--- src/rtl/div_seq_pkg.sv ---
// Shared types and helpers for the multi-cycle DIV/DIVU sequencer.
package div_seq_pkg;

  localparam int DIV_DATA_W = 32;
  localparam int DIV_CNT_W  = 6;

  typedef enum logic [1:0] {
    DIV_FREE    = 2'b00,
    DIV_BY_ZERO = 2'b01,
    DIV_ON      = 2'b10,
    DIV_END     = 2'b11
  } div_state_e;

  // Two's-complement negation when en is set, pass-through otherwise.
  function automatic logic [DIV_DATA_W-1:0] neg_if(input logic                  en,
                                                   input logic [DIV_DATA_W-1:0] val);
    return en ? -val : val;
  endfunction

endpackage

--- src/rtl/div_seq.sv ---
// Restoring radix-2 divider for DIV/DIVU: one quotient bit per clock, 64-bit
// {remainder, quotient} result handed to the HI/LO write path.
module div_seq
  import div_seq_pkg::*;
#(
  parameter int DATA_W = DIV_DATA_W,
  parameter int CNT_W  = DIV_CNT_W
) (
  input  logic                clk,
  input  logic                rst,
  input  logic                signed_div_i,
  input  logic [DATA_W-1:0]   opdata1_i,
  input  logic [DATA_W-1:0]   opdata2_i,
  input  logic                start_i,
  input  logic                annul_i,
  output logic [2*DATA_W-1:0] result_o,
  output logic                ready_o
);

  div_state_e          state_q, state_d;
  logic [CNT_W-1:0]    cnt_q, cnt_d;
  logic [2*DATA_W:0]   dividend_q, dividend_d;
  logic [DATA_W-1:0]   divisor_q;
  logic                q_neg_q, r_neg_q;
  logic [2*DATA_W-1:0] result_d;
  logic                ready_d;
  logic                load;

  logic [DATA_W:0]     diff;
  logic [DATA_W-1:0]   op1_abs, op2_abs, quot, rem;

  assign op1_abs = neg_if(signed_div_i & opdata1_i[DATA_W-1], opdata1_i);
  assign op2_abs = neg_if(signed_div_i & opdata2_i[DATA_W-1], opdata2_i);

  // Trial subtraction of the divisor from the partial remainder plus next bit.
  assign diff = dividend_q[2*DATA_W:DATA_W] - {1'b0, divisor_q};

  assign quot = neg_if(q_neg_q, dividend_q[DATA_W-1:0]);
  assign rem  = neg_if(r_neg_q, dividend_q[2*DATA_W:DATA_W+1]);

  always_comb begin
    // NOTE: every signal written here gets a default first so no latch is inferred.
    state_d    = state_q;
    cnt_d      = cnt_q;
    dividend_d = dividend_q;
    result_d   = result_o;
    ready_d    = ready_o;
    load       = 1'b0;

    case (state_q)
      DIV_FREE: begin
        result_d = '0;
        ready_d  = 1'b0;
        if (start_i && !annul_i) begin
          if (opdata2_i == '0) begin
            state_d = DIV_BY_ZERO;
          end else begin
            state_d    = DIV_ON;
            cnt_d      = '0;
            dividend_d = {{DATA_W{1'b0}}, op1_abs, 1'b0};
            load       = 1'b1;
          end
        end
      end

      DIV_BY_ZERO: begin
        result_d = '0;
        if (annul_i) begin
          state_d = DIV_FREE;
          ready_d = 1'b0;
        end else begin
          state_d = DIV_END;
          ready_d = 1'b1;
        end
      end

      DIV_ON: begin
        if (annul_i) begin
          state_d  = DIV_FREE;
          result_d = '0;
          ready_d  = 1'b0;
        end else if (cnt_q != CNT_W'(DATA_W)) begin
          if (diff[DATA_W]) begin
            dividend_d = {dividend_q[2*DATA_W-1:0], 1'b0};
          end else begin
            dividend_d = {diff[DATA_W-1:0], dividend_q[DATA_W-1:0], 1'b1};
          end
          cnt_d = cnt_q + CNT_W'(1);
        end else begin
          state_d  = DIV_END;
          result_d = {rem, quot};
          ready_d  = 1'b1;
        end
      end

      DIV_END: begin
        if (!start_i) begin
          state_d  = DIV_FREE;
          result_d = '0;
          ready_d  = 1'b0;
        end
      end

      default: state_d = DIV_FREE;
    endcase
  end

  always_ff @(posedge clk) begin
    // NOTE: sequential state is updated with non-blocking assignments only.
    if (rst) begin
      state_q    <= DIV_FREE;
      cnt_q      <= '0;
      dividend_q <= '0;
      result_o   <= '0;
      ready_o    <= 1'b0;
    end else begin
      state_q    <= state_d;
      cnt_q      <= cnt_d;
      dividend_q <= dividend_d;
      result_o   <= result_d;
      ready_o    <= ready_d;
    end
  end

  // NOTE: the operand latches carry no reset; they are only read after a load.
  always_ff @(posedge clk) begin
    if (load) begin
      divisor_q <= op2_abs;
      q_neg_q   <= signed_div_i & (opdata1_i[DATA_W-1] ^ opdata2_i[DATA_W-1]);
      r_neg_q   <= signed_div_i & opdata1_i[DATA_W-1];
    end
  end

endmodule

--- config.mk ---
export PLATFORM = sky130hd
export DESIGN_NAME = div_seq
export DESIGN_NICKNAME = d
export VERILOG_FILES = /design/src/rtl/div_seq_pkg.sv /design/src/rtl/div_seq.sv
export SDC_FILE = /design/constraint.sdc
export NUM_CORES = 1
export LEC_CHECK = 0
export ABC_AREA = 1
export BUFFER_PORTS_ARGS = -buffer_cell sky130_fd_sc_hd__buf_2
export CAP_MARGIN = 10
export CORE_MARGIN = 2
export CORE_UTILIZATION = 60
export CTS_CLUSTER_SIZE = 14
export DETAILED_ROUTE_END_ITERATION = 10
export HOLD_SLACK_MARGIN = 0.08
export PLACE_DENSITY = 0.81
export SLEW_MARGIN = 10
export SYNTH_ARGS = -nofsm -noshare
export SYNTH_HDL_FRONTEND = slang
export SYNTH_SLANG_ARGS = --single-unit
--- constraint.sdc ---
create_clock -name clk -period 6.7 [get_ports clk]
set_clock_uncertainty 0.1 [all_clocks]
set_input_delay 0.67 -clock clk [delete_from_list [all_inputs] [get_ports clk]]
set_output_delay 0.67 -clock clk [all_outputs]
set_load 0.02 [all_outputs]
==> metrics.md, run 1 <==
| Metric | Value |
|---|---|
| FF+latch area | 3780 µm² |
| RSZ-0062 raised after global routing | false |
| Via count | 13600 |
| Final period util | 65.2% |
| Synth top cells by count | nand2_1 (667), inv_1 (281), nand3_1 (193) |
| CP most frequent cell | nor2_1 |
| Post-synthesis xor/xnor area fraction | 4.87% |
| Mux contribution to synthesized area | 0% |
| Critical path endpoint category | flop |
| Primary FF master, synth | dfxtp_1 |
| GR Util All Layers | 34.0% |
| Clk pin slew, worst setup/hold paths | 0.07 ns |
| Net Count, Synth | 2180 |
| CTS tree | yes |
| CTS Buffer Depth | 2 |
| CTS root buffer | clkbuf_16 |
| Unique masters post-synth | 49 |
| Initial Util | 61.0% |
| Post-Syn Area | 12800 µm² |
| Peak supply drop | 282 µV |
| Final nets | between 2000 and 2500 |
| Multi-input logic area | around 7600 µm² |
| Cell family contributing the most delay on the critical path | simple AND/OR/NAND/NOR gates |
| Critical path buffers and inverters | 3 |
| Initial antenna violation count | 1 |
| Overflow after GRT | 0 |
| Worst-Skew Late Latency | between 0.4 and 0.5 ns |
| Peak Freq | 229 MHz |
| Max Slew Vio Count | 0 |
| Final ANT Viol Nets | 0 |
| WL per Instance | 15.4 µm |
| Number of synthesized flops with an enable pin | 34 |
| Filler instances | 1957 |
| Critical-path top delay cell | ha_1 |
| Vias in the first global route | 12200 |
| Initial DRC count | around 1400 |
| First-pass GRT wire length | 61.1 mm |
| Die Height | 150 µm |
| Max Cap Viol | 0 |
| Setup violators final | 0 |
| Dominant cells by area after synthesis | dfxtp_1 (22%), nand2_1 (20%), inv_1 (8.3%) |
| Max H-tree Level | 4 |
| Post-CTS Setup Bufs | 0 |
| CP required | 6.98 ns |
| Power per cell area | about 280 nW/µm² |
| IO buf count | 133 |
| Status | completed |
| Area grow syn2layout | 10.1% |
| Share of layout cells above drive strength 1 | 10.4% |
| Simple-Gate Fraction of Synth Area | 37.4% |
| Die area | between 20000 and 25000 µm² |
| Worst min path class | in -> reg |
| Share of the synthesized area in the top cell type | 21.6% |
| Yosys top cell by area | dfxtp_1 |
| Setup ws final | ~2.3 ns |
| Post-Syn Instances | 2069 |
| Worst EP arrival | between 4 and 5 ns |
| Non-Filler Instances | 2448 |
| Pin count of the biggest net entering global routing | 77 |
| YS warnings | 0 |
| Syn_area_per_cell | between 6 and 7 µm² |
| GP Congestion | ~1.0 |
| I/O Pins | around 130 |
| # diodes | 0 |
| Post-synthesis adder-cell area fraction | 4.17% |
| Asr flop ratio synth | 0% |
| Pre-antenna DRT Iters | 6 |
| Critical-path cell list | inv_1, ha_1, inv_2, nor2_2, o21ai_2, a21oi_4, nand2_4, inv_2, nand2_1, nor2_1, nor2_1, nor2_1 |
| Drt total wl | 37.8 mm |
| Worst Setup Path Type | reg -> reg |
| Worst-path fanout max | 71 |
| DR vias/cell | 5.56 |
| TritonCTS Buffers | 17 |
| Synth Area in Compound Gates | roughly 13% |
| # hold bufs at CTS | 0 |
| HPWL after DPL | around 29 mm |
| Largest family of logic cells by synthesized area | simple AND/OR/NAND/NOR gates |
| Core area | roughly 21000 µm² |
| Rel. slew slack | 26.1% |
| Post-CTS sizing | 0 |
| P_leak | 0.00701 µW |
| DR DRC count | 0 |
| Worst-Margin Slew | 1.11 ns |
| Seq/Total Area, Yosys | between 20% and 30% |
| CP peak stage delay | 0.90 ns |
| Place WS | roughly 2.5 ns |
| Site row count | 53 |
| Tmin final | 4.37 ns |
| CTS sink cnt | 172 |
| Post-Route Setup TNS | 0 ns |
| Most common cell in the synthesized netlist | nand2_1 |
| Final Hold Viols | 0 |
| Die X | 150 µm |
| Yosys reg bits | about 170 |
| Placed instance count | 2416 |
| CP startpoint kind | flop |
==> final timing paths <==
path | startpoint | to | slack [ns] | cells after the start
max | state_q[0] | dividend_q[29] | 2.33 | 12
min | opdata2_i[0] | divisor_q[0] | 0.31 | 1
max reg2reg | state_q[0] | dividend_q[29] | 2.33 | 12
min reg2reg | result_o[40] | result_o[40] | 0.36 | 2
==> report_power, final <==
part           internal [µW]  switching, µW  total, µW
clock network            515            459        974
registers               1200            139       1340
logic                    445           1120       1560
total                   2160           1720       3880
==> sequential cells by signal (all words and copies together) (netlist names) <==
signal,flops
dividend_q,65
result_o,64
divisor_q,32
cnt_q,6
state_q,2
q_neg_q,1
r_neg_q,1
ready_o,1
==> per-layer routing <==
metal | GRT usage (%) | vias to the layer above | part of all wire, % | wire length (µm)
met2 | 52.7 | 617 | 45 | 16900
met1 | 48.9 | 6145 | 44 | 16600
li1 | - | 6782 | - | -
met4 | 10.6 | 0 | 2.5 | 926
met3 | 5.12 | 66 | 8.8 | 3310
met5 | 0 | - | 0 | 0
==> logic make-up after synthesis <==
family	after synthesis
buffers and inverters	359
AO/OA/AOI/OAI	304
XOR/XNOR	71
adder cells (fa/ha/maj)	42
flip-flops	172
AND/OR/NAND/NOR	1121
==> final cells by class <==
type	count	share of cell area, %
sequential	172	26.9
multi-input combinational	1538	53.7
clock buffer	19	3.23
timing repair buffer	140	5.12
clock inverter	13	0.880
tap	275	2.44
inverter	291	7.76
==> worst reg2reg max path, stage by stage (launching register included) <==
cell,delay [ns]
dfxtp_1,0.33
inv_1,0.08
ha_1,0.90
inv_2,0.48
nor2_2,0.28
o21ai_2,0.12
a21oi_4,0.21
nand2_4,0.47
inv_2,0.68
nand2_1,0.33
nor2_1,0.19
nor2_1,0.06
nor2_1,0.08
==> cells in the final DEF (no fill, tap or decap), types with 12 or more instances in the layout <==
cell,Yosys,routed
o21ai_1,15,15
buf_2,21,132
nand2_1,667,666
a21oi_1,189,189
clkbuf_16,0,18
xor2_1,49,49
inv_1,281,281
nor2_1,156,155
xnor2_1,22,22
o21ai_0,73,73
edfxtp_1,34,34
nand3_1,193,193
nand3b_1,12,12
nor3_1,15,15
nand4_1,25,25
dfxtp_1,138,138
ha_1,41,41
==> per-stage QoR <==
step	hold slack, ns	power, µW	util (%)	cell area, µm²
after global routing	0.307	4120	67.2	14100
after CTS	0.312	3840	67.2	14100
after detailed placement	0.353	2860	64.4	13500
after global placement	0.349	2830	64.4	13500
final	0.313	3880	67.2	14100
after floorplan	0.344	2490	-	12800
No activity file was read; power rests on OpenSTA's default activity.
==> inputs of run 2 (changes only) <==
==> constraint.sdc (replaced) <==
create_clock -name clk -period 4.1 [get_ports clk]
set_clock_uncertainty 0.1 [all_clocks]
set_input_delay 0.41 -clock clk [delete_from_list [all_inputs] [get_ports clk]]
set_output_delay 0.41 -clock clk [all_outputs]
set_load 0.02 [all_outputs]
==> metrics.md, run 2 (synthesized netlist as in run 1, its figures left out) <==
| Metric | Value |
|---|---|
| RSZ-0062 raised after global routing | false |
| CTS tree | yes |
| Power share of the clock group | 25.7% (+0.6 points) |
| Worst-Margin Slew | 0.940 ns (-0.169 ns) |
| Final period util | around three quarters |
| WL per Instance | 15.4 µm (+0.10%) |
| P_leak | 0.00704 µW (+0.47%) |
| P_sw | 2810 µW (+64%) |
| TritonCTS Buffers | 17 (unchanged) |
| Vias in the first global route | 12000 (-1.8%) |
| Max Slew Vio Count | 0 (unchanged) |
| DP Area | 13500 µm² (+0.17%) |
| Max H-tree Level | 4 (unchanged) |
| CP startpoint kind | primary input |
| FF+latch area | 3780 µm² (unchanged) |
| Site row count | 53 (unchanged) |
| Peak Freq | 324 MHz |
| Setup violators final | 0 (unchanged) |
| I/O Pins | 134 (unchanged) |
| Clk pin slew, worst setup/hold paths | 0.08 ns (about the same) |
| Critical path endpoint category | flop |
| Post-Route Setup TNS | 0 ns (unchanged) |
| Pre-antenna DRT Iters | 6 (unchanged) |
| Max Cap Viol | 0 (unchanged) |
| Initial antenna violation count | 1 (unchanged) |
| CTS root buffer | clkbuf_16 |
| Switch share | 44.1% (-0.19 points) |
| Multi-input logic area | 7560 µm² (unchanged) |
| Final ANT Viol Nets | 0 (unchanged) |
| Tmin final | 3.08 ns |
| Comb pwr share | 39.8% (-0.5 points) |
| Worst min path class | in -> reg |
| Drt total wl | 37.9 mm (+0.31%) |
| Most flops, register | dividend_q |
| Final Cell Area | 14100 µm² (+0.37%) |
| Overflow after GRT | 0 (unchanged) |
| Final Hold Viols | 0 (unchanged) |
| GR Util All Layers | 33.5% (-0.55 points) |
| Pin count of the biggest net entering global routing | 72 (-6.5%) |
| DR DRC count | 0 (unchanged) |
| Peak supply drop | 345 µV (+22%) |
| IO buf count | 133 (unchanged) |
| Power per cell area | 451 nW/µm² (+64%) |
| Share of layout cells above drive strength 1 | 10.6% (+0.16 points) |
| Largest regs | dividend_q x65, result_o x64, divisor_q x32 |
| HPWL after DPL | 29.3 mm (+1.5%) |
| Final nets | 2275 (+0.18%) |
| Seq pwr share | 34.4% (-0.2 points) |
| Status | completed |
| DR vias/cell | 5.51 (-0.94%) |
| Worst-Skew Late Latency | 0.44 ns (about the same) |
| Post-CTS Setup Bufs | 0 (unchanged) |
| Most common cell after layout, fill and taps aside | nand2_1 |
| First-pass GRT wire length | 59.8 mm (-2.1%) |
| CP required | 4.30 ns (-2.68 ns) |
| Die area | 22500 µm² (unchanged) |
| Worst Setup Path Type | in -> reg |
| Worst EP arrival | 3.28 ns (-1.36 ns) |
| CTS sink cnt | 172 (unchanged) |
| Die Height | 150 µm (unchanged) |
| Commonest non-fill, non-tap cells in the layout | nand2_1 (666), inv_1 (281), nand3_1 (193) |
| Filler instances | 1979 (+1.1%) |
| Internal power | 3570 µW (+65%) |
| Rel. slew slack | 37.3% (+11 points) |
| Worst-path fanout max | 32 (-55%) |
| Area grow syn2layout | 10.6% |
| Die X | 150 µm (unchanged) |
| Initial Util | 61.0% (unchanged) |
| Max reg flops | 65 (unchanged) |
| Core area | 21000 µm² (unchanged) |
| Initial DRC count | 1231 (-14%) |
| CTS Buffer Depth | 2 (unchanged) |
| Via count | 13500 (-0.74%) |
| GP Congestion | 0.982 (-4.9%) |
-- run 2: timing repair --
item	CTS	global route
hold buffers	1	0
hold endpoints to repair	1	0
gates resized for setup	0	0
-- run 2: area by class of cell --
cell class | count | share of cell area (%)
multi-input combinational | 1538 | 53.5
sequential | 172 | 26.8
inverter | 291 | 7.73
timing repair buffer | 144 | 5.33
clock buffer | 19 | 3.29
tap | 275 | 2.44
clock inverter | 13 | 0.930
antenna | 1 | 0.0177
-- run 2: power by group through the flow --
| stage | registers, µW | logic [µW] | clock network (µW) |
|---|---|---|---|
| after floorplan | 2190 | 1880 | 0 |
| after global placement | 2220 | 2430 | 0 |
| after detailed placement | 2220 | 2470 | 0 |
| after CTS | 2190 | 2490 | 1650 |
| after global routing | 2220 | 2820 | 1730 |
| final | 2200 | 2540 | 1640 |
-- run 2: final timing paths --
kind                       from        endpoint  slack, ns  cells past startpoint
setup / recovery   opdata2_i[0]  dividend_q[27]       1.02                     17
hold / removal    opdata2_i[11]   divisor_q[11]       0.18                      2
setup reg to reg     state_q[0]  dividend_q[27]       1.07                     11
hold reg to reg     result_o[0]     result_o[0]       0.36                      2
-- run 2: layer usage --
metal | global-route usage, % | up-vias | routed length, µm
li1 | - | 6800 | -
met1 | 47.9 | 6132 | 17100
met2 | 52.0 | 517 | 17000
met3 | 5.27 | 60 | 3010
met4 | 10.2 | 0 | 770
met5 | 0 | - | 0
-- run 2: stage by stage --
| step | power (µW) | cells | worst slack, ns | hold WS [ns] | util, % |
|---|---|---|---|---|---|
| after global placement | 4650 | 2419 | 1.23 | 0.350 | 64.5 |
| after CTS | 6320 | 2452 | 1.05 | 0.183 | 67.4 |
| final | 6380 | 2453 | 1.02 | 0.183 | 67.4 |
| after detailed placement | 4690 | 2419 | 1.14 | 0.352 | 64.5 |
| after floorplan | 4070 | 2069 | 0.967 | 0.344 | - |
| after global routing | 6770 | 2453 | 0.748 | 0.192 | 67.4 |
-- run 2: critical path: stages --
cell and delay [ns]:
dlygate4sd3_1 0.54, buf_2 0.13, inv_1 0.07, ha_1 0.17, nand2_1 0.07, nor2_2 0.11, nand2_1 0.09, nor2_2 0.12
nand2_2 0.09, nor2_4 0.14, nand4_4 0.16, nand2_4 0.32, inv_2 0.32, nand2_1 0.29, nor2_1 0.08, nor2_1 0.11
nor2_1 0.04
==> inputs of run 3 (changes only) <==
==> constraint.sdc (replaced) <==
create_clock -name clk -period 2.9 [get_ports clk]
set_clock_uncertainty 0.1 [all_clocks]
set_input_delay 0.29 -clock clk [delete_from_list [all_inputs] [get_ports clk]]
set_output_delay 0.29 -clock clk [all_outputs]
set_load 0.02 [all_outputs]
==> metrics.md, run 3 (synthesized netlist as in run 1, its figures left out) <==
| Metric | Value |
|---|---|
| Status | completed |
| Worst reg2reg path depth | 16 (+5) |
| Worst-Skew Late Latency | 0.44 ns (about the same) |
| GR peak layer | met2 |
| Area grow syn2layout | 11.3% |
| Power share of the clock group | 25.0% (-0.7 points) |
| CTS tree | yes |
| Max reg flops | 65 (unchanged) |
| Place WS | 0.174 ns (-0.965 ns) |
| Internal power | 5120 µW (+43%) |
| GR met1 Demand/Resource | 49.2% (+1.3 points) |
| CTS sink cnt | 172 (unchanged) |
| Post-Route Setup TNS | 0 ns (unchanged) |
| Share of layout cells above drive strength 1 | 10.9% (+0.36 points) |
| Most flops, register | dividend_q |
| Switch share | 43.5% (-0.57 points) |
| # diodes | 0 (-1) |
| Filler instances | 1983 (+0.20%) |
| Die Height | 150 µm (unchanged) |
| CTS root buffer | clkbuf_16 |
| Die X | 150 µm (unchanged) |
| Met2 GRT Util | 51.8% (-0.18 points) |
| Pin count of the biggest net entering global routing | 84 (+17%) |
| Seq pwr share | 34.1% (-0.3 points) |
| Max Slew Vio Count | 0 (unchanged) |
| GP Congestion | 0.951 (-3.1%) |
| Peak Freq | 373 MHz |
| Initial DRC count | 1316 (+6.9%) |
| Commonest non-fill, non-tap cells in the layout | nand2_1 (666), inv_1 (281), nand3_1 (193) |
| Pre-antenna DRT Iters | 6 (unchanged) |
| Post-CTS Setup Bufs | 0 (unchanged) |
| Worst Setup Path Type | reg -> reg |
| I/O Pins | 134 (unchanged) |
| Setup ws final | 0.219 ns (-0.799 ns) |
| DR vias/cell | 5.52 (+0.24%) |
| CP required | 3.09 ns (-1.21 ns) |
| Final nets | 2285 (+0.44%) |
| Initial antenna violation count | 1 (unchanged) |
| Final ANT Viol Nets | 0 (unchanged) |
| RSZ-0062 raised after global routing | false |
| Comb pwr share | 40.9% (+1.1 points) |
| P_sw | 3940 µW (+40%) |
| DR DRC count | 0 (unchanged) |
| Clk pin slew, worst setup/hold paths | 0.07 ns (about the same) |
| TritonCTS Buffers | 17 (unchanged) |
| Peak supply drop | 615 µV (+79%) |
| P_leak | 0.00708 µW (+0.51%) |
| Final core occ | 67.9% (+0.44 points) |
| Worst EP arrival | 2.87 ns (-0.41 ns) |
| Final period util | 92.5% |
| Crit path launch | dividend_q[33] |
| Max H-tree Level | 4 (unchanged) |
| HPWL after DPL | 29.8 mm (+1.6%) |
| Max Cap Viol | 0 (unchanged) |
| Power per cell area | 637 nW/µm² (+41%) |
| Vias in the first global route | 11900 (-0.64%) |
| Rel. slew slack | 42.6% (+5.2 points) |
| Worst min path class | in -> reg |
| CP Capture Point | dividend_q[41] |
| Crit Reg-Reg Endpoint | dividend_q[41] |
| CTS Buffer Depth | 2 (unchanged) |
| Initial Util | 61.0% (unchanged) |
| First-pass GRT wire length | 60.3 mm (+0.89%) |
| Drt total wl | 38.0 mm (+0.28%) |
| Die area | 22500 µm² (unchanged) |
| Most common cell after layout, fill and taps aside | nand2_1 |
| Core area | 21000 µm² (unchanged) |
| Critical path endpoint category | flop |
| Worst R2R Setup Slack | 0.22 ns (-0.85 ns) |
| Overflow after GRT | 0 (unchanged) |
| Setup violators final | 0 (unchanged) |
| CP startpoint kind | flop |
| Site row count | 53 (unchanged) |
| Met3 GRT Util | 4.63% (-0.64 points) |
| Via count | 13600 (+0.61%) |
| Worst-Margin Slew | 0.862 ns (-0.0786 ns) |
| Largest regs | dividend_q x65, result_o x64, divisor_q x32 |
| IO buf count | 133 (unchanged) |
| Tmin final | 2.68 ns |
| Worst-path fanout max | 25 (-22%) |
| Final Hold Viols | 0 (unchanged) |
| Reg-to-reg startpoint | dividend_q[33] |
| GR Util All Layers | 33.9% (+0.37 points) |
| WL per Instance | 15.4 µm (about the same) |
==> run 3: worst min path at each step <==
| stage | startpoint | to | slack, ns | cells after the start |
|---|---|---|---|---|
| 6_report | opdata2_i[5] | divisor_q[5] | 0.09 | 2 |
| 5_1_grt | opdata2_i[9] | divisor_q[9] | 0.09 | 2 |
| 4_1_cts | opdata2_i[9] | divisor_q[9] | 0.08 | 2 |
| 3_5_place_dp | result_o[7] | result_o[7] | 0.35 | 2 |
| 3_3_place_gp | result_o[49] | result_o[49] | 0.35 | 2 |
| 2_1_floorplan | opdata2_i[0] | divisor_q[0] | 0.29 | 0 |
==> run 3: routing by layer <==
metal  up-vias  share of wire [%]
met1      6129                 46
met3        81                7.8
met4         2                2.9
li1       6828                  -
met5         -              0.032
met2       551                 44
==> run 3: layout make-up <==
type / count / area, µm² / area share (%)
clock inverters: 14 / 153 / 1.07
multi-input cells: 1538 / 7560 / 53.2
clock buffers: 18 / 429 / 3.02
well taps: 275 / 344 / 2.42
repair buffers: 154 / 856 / 6.02
inverters: 291 / 1090 / 7.68
flip-flops and latches: 172 / 3780 / 26.6
==> run 3: worst max-delay path, cell delays in order, from the launching register on <==
cell and delay [ns]:
dfxtp_1 0.41, inv_1 0.14, fa_1 0.48, inv_1 0.12, nand2_1 0.06, nand2_1 0.07, nand3_1 0.09, nand2_2 0.13
nand2_2 0.09, nand2_4 0.08, nand2_4 0.07, nand2_4 0.09, nand2_4 0.10, nand2_4 0.25, nand2_1 0.08, nand3_1 0.09
a21oi_1 0.08
==> run 3: per-stage QoR <==
| step | area (µm²) | instances | total power (µW) | hold WS [ns] |
|---|---|---|---|---|
| detailed placement | 13600 | 2428 | 6720 | 0.352 |
| global placement | 13600 | 2428 | 6660 | 0.349 |
| global route | 14200 | 2462 | 9630 | 0.0857 |
| floorplan | 12800 | 2069 | 5760 | 0.289 |
| CTS | 14200 | 2462 | 8980 | 0.0812 |
| finish | 14200 | 2462 | 9060 | 0.0856 |
==> run 3: repair_timing <==
item,4_1_cts,5_1_grt
hold buffers,2,0
endpoints found under the hold margin,2,0
resized for setup,0,1
setup endpoints to repair,0,32
==> run 3: power by group through the flow <==
stage,Combinational [µW],Sequential (µW),Clock [µW]
2_1_floorplan,2660,3100,0
3_5_place_dp,3590,3130,0
4_1_cts,3620,3080,2280
5_1_grt,4110,3130,2380
3_3_place_gp,3550,3110,0
6_report,3700,3090,2270
